===== src/rtl/c1541_pkg.sv =====
// c1541_pkg: shared definitions for the multi-drive SD arbiter.
// Provides the arbiter FSM state encoding and the maximum drive count.
package c1541_pkg;

    typedef enum logic [1:0] {
        ST_IDLE = 2'd0,
        ST_REQ  = 2'd1,
        ST_BUSY = 2'd2
    } state_t;

    localparam int MAX_DRV = 4;

endpackage


===== src/rtl/c1541_rr_pick.sv =====
// c1541_rr_pick: combinational round-robin picker.
// Ports:
//   req  - per-drive active request (rd|wr)
//   last - index of the most recently served drive
//   idx  - first active drive found scanning from last+1 (mod NDRV)
//   any  - at least one request is active
module c1541_rr_pick #(
    parameter int NDRV = 2
) (
    input  logic [NDRV-1:0] req,
    input  logic [1:0]      last,
    output logic [1:0]      idx,
    output logic            any
);

    // Scan offsets from NDRV down to 1 so the closest drive after last wins.
    // Unrolling over each possible last value keeps all selects constant.
    always_comb begin
        idx = 2'd0;
        any = 1'b0;
        for (int j = 0; j < NDRV; j++) begin
            if (last == 2'(j)) begin
                for (int k = NDRV; k >= 1; k--) begin
                    if (req[(j + k) % NDRV]) begin
                        idx = 2'((j + k) % NDRV);
                        any = 1'b1;
                    end
                end
            end
        end
    end

endmodule


===== src/rtl/c1541_sd_arb.sv =====
// c1541_sd_arb: shares one host SD block-request port between up to four drives.
// Ports:
//   clk32, reset         - clock, synchronous active-high reset
//   drv_lba/rd/wr        - per-drive block requests (level)
//   drv_ack, drv_buff_wr - per-drive ack and buffer write strobe, routed to the owner
//   drv_buff_din         - per-drive write data, muxed to sd_buff_din
//   sd_lba/rd/wr, sd_ack - host-side request/ack
//   sd_buff_wr           - host buffer write strobe
//   grant_vld, grant_idx - current owner of the port
module c1541_sd_arb
    import c1541_pkg::*;
#(
    parameter int NDRV = 2
) (
    input  logic              clk32,
    input  logic              reset,
    input  logic [32*NDRV-1:0] drv_lba,
    input  logic [NDRV-1:0]   drv_rd,
    input  logic [NDRV-1:0]   drv_wr,
    output logic [NDRV-1:0]   drv_ack,
    input  logic [8*NDRV-1:0] drv_buff_din,
    output logic [NDRV-1:0]   drv_buff_wr,
    output logic [31:0]       sd_lba,
    output logic              sd_rd,
    output logic              sd_wr,
    input  logic              sd_ack,
    input  logic              sd_buff_wr,
    output logic [7:0]        sd_buff_din,
    output logic              grant_vld,
    output logic [1:0]        grant_idx
);

    state_t      state_q, state_d;
    logic [1:0]  last_q, last_d;
    logic [1:0]  grant_q, grant_d;
    logic [31:0] lba_q, lba_d;
    logic        rd_q, rd_d, wr_q, wr_d;
    logic        sd_rd_q, sd_rd_d, sd_wr_q, sd_wr_d;
    logic [1:0]  pick_idx;
    logic        pick_any;
    logic        sel_req;
    logic [7:0]  sel_din;
    logic [31:0] pick_lba;
    logic        pick_rd, pick_wr;

    c1541_rr_pick #(.NDRV(NDRV)) u_pick (
        .req  (drv_rd | drv_wr),
        .last (last_q),
        .idx  (pick_idx),
        .any  (pick_any)
    );

    // Per-drive muxes for the current owner and the scan candidate.
    always_comb begin
        sel_req  = 1'b0;
        sel_din  = 8'h00;
        pick_lba = 32'h0;
        pick_rd  = 1'b0;
        pick_wr  = 1'b0;
        for (int i = 0; i < NDRV; i++) begin
            if (grant_q == 2'(i)) begin
                sel_req = drv_rd[i] | drv_wr[i];
                sel_din = drv_buff_din[8*i +: 8];
            end
            if (pick_idx == 2'(i)) begin
                pick_lba = drv_lba[32*i +: 32];
                pick_rd  = drv_rd[i];
                pick_wr  = drv_wr[i];
            end
        end
    end

    always_comb begin
        state_d = state_q;
        last_d  = last_q;
        grant_d = grant_q;
        lba_d   = lba_q;
        rd_d    = rd_q;
        wr_d    = wr_q;
        case (state_q)
            // A lingering host ack (after reset or a cancel) blocks new grants.
            ST_IDLE: if (!sd_ack && pick_any) begin
                state_d = ST_REQ;
                grant_d = pick_idx;
                lba_d   = pick_lba;
                rd_d    = pick_rd;
                wr_d    = pick_wr;
            end
            // Host ack wins over a same-cycle cancel; a cancel leaves last alone.
            ST_REQ:  state_d = sd_ack ? ST_BUSY : (sel_req ? ST_REQ : ST_IDLE);
            ST_BUSY: if (!sd_ack) begin
                state_d = ST_IDLE;
                last_d  = grant_q;
            end
            default: state_d = ST_IDLE;
        endcase
        sd_rd_d = (state_d == ST_REQ) && rd_d;
        sd_wr_d = (state_d == ST_REQ) && wr_d;
    end

    always_ff @(posedge clk32) begin
        if (reset) begin
            state_q <= ST_IDLE;
            last_q  <= 2'(NDRV - 1);
            grant_q <= 2'd0;
            lba_q   <= 32'h0;
            rd_q    <= 1'b0;
            wr_q    <= 1'b0;
            sd_rd_q <= 1'b0;
            sd_wr_q <= 1'b0;
        end else begin
            state_q <= state_d;
            last_q  <= last_d;
            grant_q <= grant_d;
            lba_q   <= lba_d;
            rd_q    <= rd_d;
            wr_q    <= wr_d;
            sd_rd_q <= sd_rd_d;
            sd_wr_q <= sd_wr_d;
        end
    end

    assign grant_vld   = state_q != ST_IDLE;
    assign grant_idx   = grant_q;
    assign sd_lba      = lba_q;
    assign sd_rd       = sd_rd_q;
    assign sd_wr       = sd_wr_q;
    assign sd_buff_din = grant_vld ? sel_din : 8'h00;

    // Ack and byte strobes go straight through so per-byte timing is untouched.
    always_comb begin
        drv_ack     = '0;
        drv_buff_wr = '0;
        for (int i = 0; i < NDRV; i++) begin
            drv_ack[i]     = grant_vld && grant_q == 2'(i) && sd_ack;
            drv_buff_wr[i] = state_q == ST_BUSY && grant_q == 2'(i) && sd_buff_wr;
        end
    end

endmodule

===== config.mk =====
export PLATFORM = sky130hd
export DESIGN_NAME = c1541_sd_arb
export DESIGN_NICKNAME = d
export VERILOG_FILES = /design/src/rtl/c1541_pkg.sv /design/src/rtl/c1541_rr_pick.sv /design/src/rtl/c1541_sd_arb.sv
export SDC_FILE = /design/constraint.sdc
export NUM_CORES = 1
export LEC_CHECK = 0
export BUFFER_PORTS_ARGS = -buffer_cell sky130_fd_sc_hd__buf_2
export CAP_MARGIN = 20
export CORE_MARGIN = 2
export CORE_UTILIZATION = 30
export CTS_CLUSTER_SIZE = 12
export DETAILED_ROUTE_END_ITERATION = 12
export PLACE_DENSITY = 0.65
export SYNTH_ARGS = -nofsm -noshare
export SYNTH_HDL_FRONTEND = slang
export SYNTH_SLANG_ARGS = --single-unit

===== constraint.sdc =====
create_clock -name clk32 -period 1.41 [get_ports clk32]
set_input_delay 0.2115 -clock clk32 [delete_from_list [all_inputs] [get_ports clk32]]
set_output_delay 0.2115 -clock clk32 [all_outputs]
set_load 0.02 [all_outputs]

==> results of run 1 <==
[cell usage in the layout, fill, tap and decap left out, types with 2 or more instances in the layout]
cell type and instances:
buf_2 122, dfxtp_1 37, nand3_1 33, a21oi_1 33, o21ai_0 32, a311oi_2 28, buf_4 19, buf_6 14
clkbuf_8 7, buf_12 7, nor2_2 6, nor2_4 4, mux2i_4 4, a311oi_1 4, mux2i_2 3, nand2b_1 3
dfxtp_4 3, nand2_1 2, nor2_1 2, a21boi_0 2, o22ai_1 2, o32ai_1 2, nor3b_1 2, nor2b_1 2
clkbuf_16 2
[worst paths after layout]
kind	startpoint	endpoint	slack (ns)	cells past startpoint
worst max-delay path	state_q[1]	sd_buff_din[6]	-0.07	5
worst min-delay path	drv_lba[47]	sd_lba[15]	0.20	3
worst max register to register	state_q[1]	rd_q	0.01	5
worst min register to register	sd_lba[31]	sd_lba[31]	0.52	2
[logic make-up after synthesis]
kind of cell	after synthesis
compound gates	111
buf+inv	33
flops	40
mux	8
other cells	1
simple gates	64
[power groups by stage]
stage | clock network (mW) | registers [mW] | logic [mW]
6_report | 1.02 | 1.29 | 1.17
3_5_place_dp | 0 | 1.32 | 1.04
3_3_place_gp | 0 | 1.32 | 1.02
2_1_floorplan | 0 | 1.43 | 0.521
4_1_cts | 1.05 | 1.29 | 1.08
5_1_grt | 1.09 | 1.30 | 1.26
[through the flow]
step                TNS [ns]  instances
finish                -0.532        498
global route           -2.90        498
CTS                   -0.347        495
detailed placement     -4.21        483
global placement       -3.38        483
floorplan              -3.17        257
[registers in the layout, indices dropped and copies added, names as in the netlist]
| register | count |
|---|---|
| grant_idx | 1 |
| last_q | 1 |
| rd_q | 1 |
| sd_lba | 32 |
| sd_rd | 1 |
| sd_wr | 1 |
| state_q | 2 |
| wr_q | 1 |
[timing repair]
action / in CTS / in global routing
cloned: 0 / 2
resized for setup: 32 / 28
hold buffers: 0 / 0
pin swaps: 5 / 4
endpoints found under the setup margin: 12 / 49
setup buffers: 4 / 1
[worst min-delay path, stage by stage]
cell and delay [ns]:
buf_2 0.10, nand3_1 0.05, a311oi_1 0.08
[final cells by class]
class                           count  share of cell area (%)
Multi-Input combinational cell    184                    40.0
Timing Repair Buffer              165                    30.6
Sequential cell                    40                    22.3
Tap cell                           99                    3.40
Clock buffer                        7                    2.64
Clock inverter                      1                   0.824
Inverter                            2                   0.206
[metal layers]
| layer | GRT usage, % | vias up | share of wire (%) |
|---|---|---|---|
| met5 | 0 | - | 0 |
| met4 | 3.28 | 0 | 0.57 |
| met3 | 3.82 | 7 | 6.1 |
| met2 | 30.2 | 104 | 51 |
| met1 | 21.7 | 1217 | 42 |
| li1 | - | 1271 | - |
==> results.toml, run 1 <==
[sta]
hold_viol_final = 0
fin_crit_sh_pct = 105
finalCriticalPeriod_ns = 1.48
skew_ns = 0.00476
hold_slack_ns = 0.203
drv_slew = 0
finalSetupViolCount = 13
rsz0062_at_grt = "yes"
finalWorstSetupSlack_ns = -0.0708
fmax_mhz = 675

[synth]
netlist_instances = 257
ys_ff_latch = 40
synth_mux_area_share_pct = 3.52
ys_warn_count = 0
yosys.area_share.simple_pct = 14.7
yosysSeqAreaShare_pct = 35.2
ys.flop_type = "dfxtp_1"
synth_xor_area_share_pct = 0
avgSynthCellArea_um2 = 8.85
synth_fa_ha_area_share_pct = 0
yosysTopAreaCellShare_pct = 35.2
synth_most_common_cell = "dfxtp_1"
synth_top_family_by_area = "compound AO/OA/AOI/OAI gates"
synth_compound_area_share_pct = 39.4
syn_area_mm2 = 0.00227
synth_area_leader_cell = "dfxtp_1"
synth_edf_count = 0
ys_async_sr_fraction_pct = 0
ys_types = 35
synth_area_leaders = "dfxtp_1 (35%), a311oi_2 (18%), a21oi_1 (7.3%)"
synth_nets = 345
synth_common_cells = "dfxtp_1 (40), a21oi_1 (33), nand3_1 (33)"

[status]
violations = "negative setup slack"
status = "finished, violations left"

[pwr]
combPwrFrac_pct = 33.6
powerDensity_mw_per_mm2 = 955
p_seq_share_pct = 37.0
finalPower_mw = 3.48
peakVddDrop_mv = 0.341
swShare_pct = 31.4
p_int_mw = 2.39
power.switching_mw = 1.09
leakagePower_nw = 1.50
pwr-share-clk_pct = 29.4

[critical_path]
path_cells = "buf_6 > nor2_4 > buf_8 > nor2_2 > buf_6"
cp_num_buf_inv = 3
crit_path_frequent_cell = "buf_6"
crit_arrival_ns = 1.27
cpMaxStageDelayCell = "dfxtp_4"
setup.worst_path.start_class = "register"
required_ns = 1.20
path_delay_family = "buffers and inverters"
cp_max_fo = 6
cpPeakStageDelay_ns = 0.36
path_class = "register to output port"
end_kind = "output port"

[global_routing]
grt_max_degree = 37
antenna_found_initial = 0
track_usage_pct = 17.2
overflow = 0
grt_pass1_vias = 2434
grt_pass1_wl_um = 11800

[finish]
regArea_um2 = 812
drive_above_1_share_pct = 58.4
layout.nets = 486
multi_input_area_mm2 = 0.00146
fillers = 705
area_growth_pct = 60.4
final_area_mm2 = 0.00365
post-route-util_pct = 50.0
n_antenna_cell = 0

[flow_run]
max_cap_viol_count = 0

[clock_tree]
cts_tree = "yes"
clkLatencyLatePin_ns = 0.29
clk_pin_slew_ns = 0.07
cts_buffer_depth = 2
clock-sinks = 40
numCtsBuffers = 5
htreeDepth = 2
clockRootBuffer = "clkbuf_8"

[floorplan]
start_util_pct = 31.2
rows = 31
dieArea_mm2 = 0.00829
die_h_um = 91.1
coreArea_mm2 = 0.00729
num_io_pins = 137
fp.dieW_um = 91.1

[routing]
dr.pass1.iters = 4
num_vias = 2599
wl_um = 7600
drc = 0
avgViaCountPerCell = 5.22
dr.first_iter.drc_count = 75
ant_nets = 0
wl_per_cell_um = 15.3

[place]
dpl_worst_slack_ns = -0.153
port_buffers = 135
place_hpwl_um = 5070
dpl-instance-area_mm2 = 0.00321
gp_congestion = 0.756

[min_path]
hp-class = "input port to register"
Note: power is estimated with default switching activity, not from simulation.
==> inputs of run 2 (changes only) <==
==> constraint.sdc (replaced) <==
create_clock -name clk32 -period 1.41 [get_ports clk32]
set_input_delay 0.0705 -clock clk32 [delete_from_list [all_inputs] [get_ports clk32]]
set_output_delay 0.0705 -clock clk32 [all_outputs]
set_load 0.02 [all_outputs]
==> results.toml, run 2 (same netlist as run 1, synthesis figures left out) <==
[global_routing]
overflow = 0
antenna_found_initial = 0
grt_pass1_wl_um = 12100
grt_max_degree = 34
grt_pass1_vias = 2476
track_usage_pct = 17.8

[critical_path]
end_kind = "output port"
crit_arrival_ns = 1.31
required_ns = 1.34
cpMaxStageDelayCell = "dfxtp_2"
path_delay_family = "buffers and inverters"
cp_max_fo = 5
path_cells = "buf_4 > nor2_4 > inv_1 > and3_1 > buf_2"
path_class = "register to output port"
cp_num_buf_inv = 3
setup.worst_path.start_class = "register"
cpPeakStageDelay_ns = 0.36

[routing]
dr.pass1.iters = 4
dr.first_iter.drc_count = 94
ant_nets = 0
wl_um = 7520
avgViaCountPerCell = 5.20
num_vias = 2545
drc = 0
wl_per_cell_um = 15.4

[place]
port_buffers = 135
dpl-instance-area_mm2 = 0.00309
place_hpwl_um = 5200
gp_congestion = 0.783

[clock_tree]
clockRootBuffer = "clkbuf_8"
cts_tree = "yes"
clk_pin_slew_ns = 0.08
clkLatencyLatePin_ns = 0.30
ctsHoldBuffers = 0
htreeDepth = 2
clock-sinks = 40
numCtsBuffers = 5
cts_post_setup_buffers_inserted = 0
cts_buffer_depth = 2

[floorplan]
coreArea_mm2 = 0.00729
die_h_um = 91.1
fp.dieW_um = 91.1
rows = 31
dieArea_mm2 = 0.00829
num_io_pins = 137
start_util_pct = 31.2

[sta]
drv_slew = 0
hold_viol_final = 0
rsz0062_at_grt = "yes"
tns_ns = 0
finalSetupViolCount = 0
fin_crit_sh_pct = 97.6
finalCriticalPeriod_ns = 1.38
hold_slack_ns = 0.0554
fmax_mhz = 727
worst_pin_slew_ns = 0.676
skew_ns = 0.00546
maxSlewHeadroom_pct = 55.0

[pwr]
leakagePower_nw = 1.39
power.switching_mw = 1.07
swShare_pct = 32.0
powerDensity_mw_per_mm2 = 1020
p_int_mw = 2.27
pwr-share-clk_pct = 31.4
p_seq_share_pct = 38.8
combPwrFrac_pct = 29.9
peakVddDrop_mv = 0.408

[finish]
layout_common_cells = "buf_2 (135), dfxtp_1 (36), nand3_1 (33), a21oi_1 (33), o21ai_0 (32)"
drive_above_1_share_pct = 52.6
final_common_cell = "buf_2"
final_area_mm2 = 0.00326
n_antenna_cell = 0
regArea_um2 = 808
layout.nets = 477
largest_reg_flops = 32
fillers = 778
post-route-util_pct = 44.7
area_growth_pct = 43.4
multi_input_area_mm2 = 0.00135

[flow_run]
max_cap_viol_count = 0

[min_path]
hp-class = "input port to register"

[status]
status = "complete, no violations"
## run 2: final cells by class
| type | instances | share of cell area [%] |
|---|---|---|
| Multi-Input combinational cell | 185 | 41.5 |
| Tap cell | 99 | 3.80 |
| Sequential cell | 40 | 24.8 |
| Timing Repair Buffer | 155 | 25.8 |
| Clock buffer | 7 | 2.95 |
| Inverter | 2 | 0.230 |
| Clock inverter | 1 | 0.921 |
## run 2: repair_timing
action / CTS / global route
cloned: 1 / 0
resized for setup: 5 / 9
pin swaps: 0 / 0
endpoints found under the setup margin: 46 / 25
## run 2: final timing paths
check | startpoint | end | slack, ns | depth (start not counted)
worst max-delay path | state_q[0] | drv_ack[1] | 0.03 | 5
worst min register to register | rd_q | rd_q | 0.51 | 2
worst min-delay path | drv_lba[48] | sd_lba[16] | 0.06 | 3
worst max register to register | state_q[1] | wr_q | 0.05 | 4
## run 2: power by group through the flow
| stage | sequential (mW) | combinational (mW) | clock (mW) |
|---|---|---|---|
| floorplan | 1.43 | 0.505 | 0 |
| global placement | 1.32 | 0.955 | 0 |
| detailed placement | 1.32 | 0.973 | 0 |
| CTS | 1.29 | 0.990 | 1.06 |
| global route | 1.31 | 1.08 | 1.09 |
| finish | 1.29 | 0.996 | 1.05 |
## run 2: worst register-to-register path: cells and delay by family, from the launching register on
kind                   cells  cell delay, ns
AO/OA/AOI/OAI              1            0.21
buffers and inverters      1            0.26
flip-flops                 1            0.35
AND/OR/NAND/NOR            2            0.45
## run 2: metrics by stage
stage	power, mW	std cells	worst slack [ns]
after floorplan	1.94	257	0.0173
after global placement	2.27	480	-0.0804
after detailed placement	2.29	480	-0.180
after CTS	3.35	489	0.00808
after global routing	3.49	489	-0.0492
final	3.34	489	0.0336
## run 2: per-layer routing
metal  up-vias  wire length, um  global-route usage, %
li1       1256                -                      -
met2        91             3600                   30.1
met4         0              100                   5.43
met1      1188             3360                   22.9
met5         -                0                      0
met3        10              459                   3.40
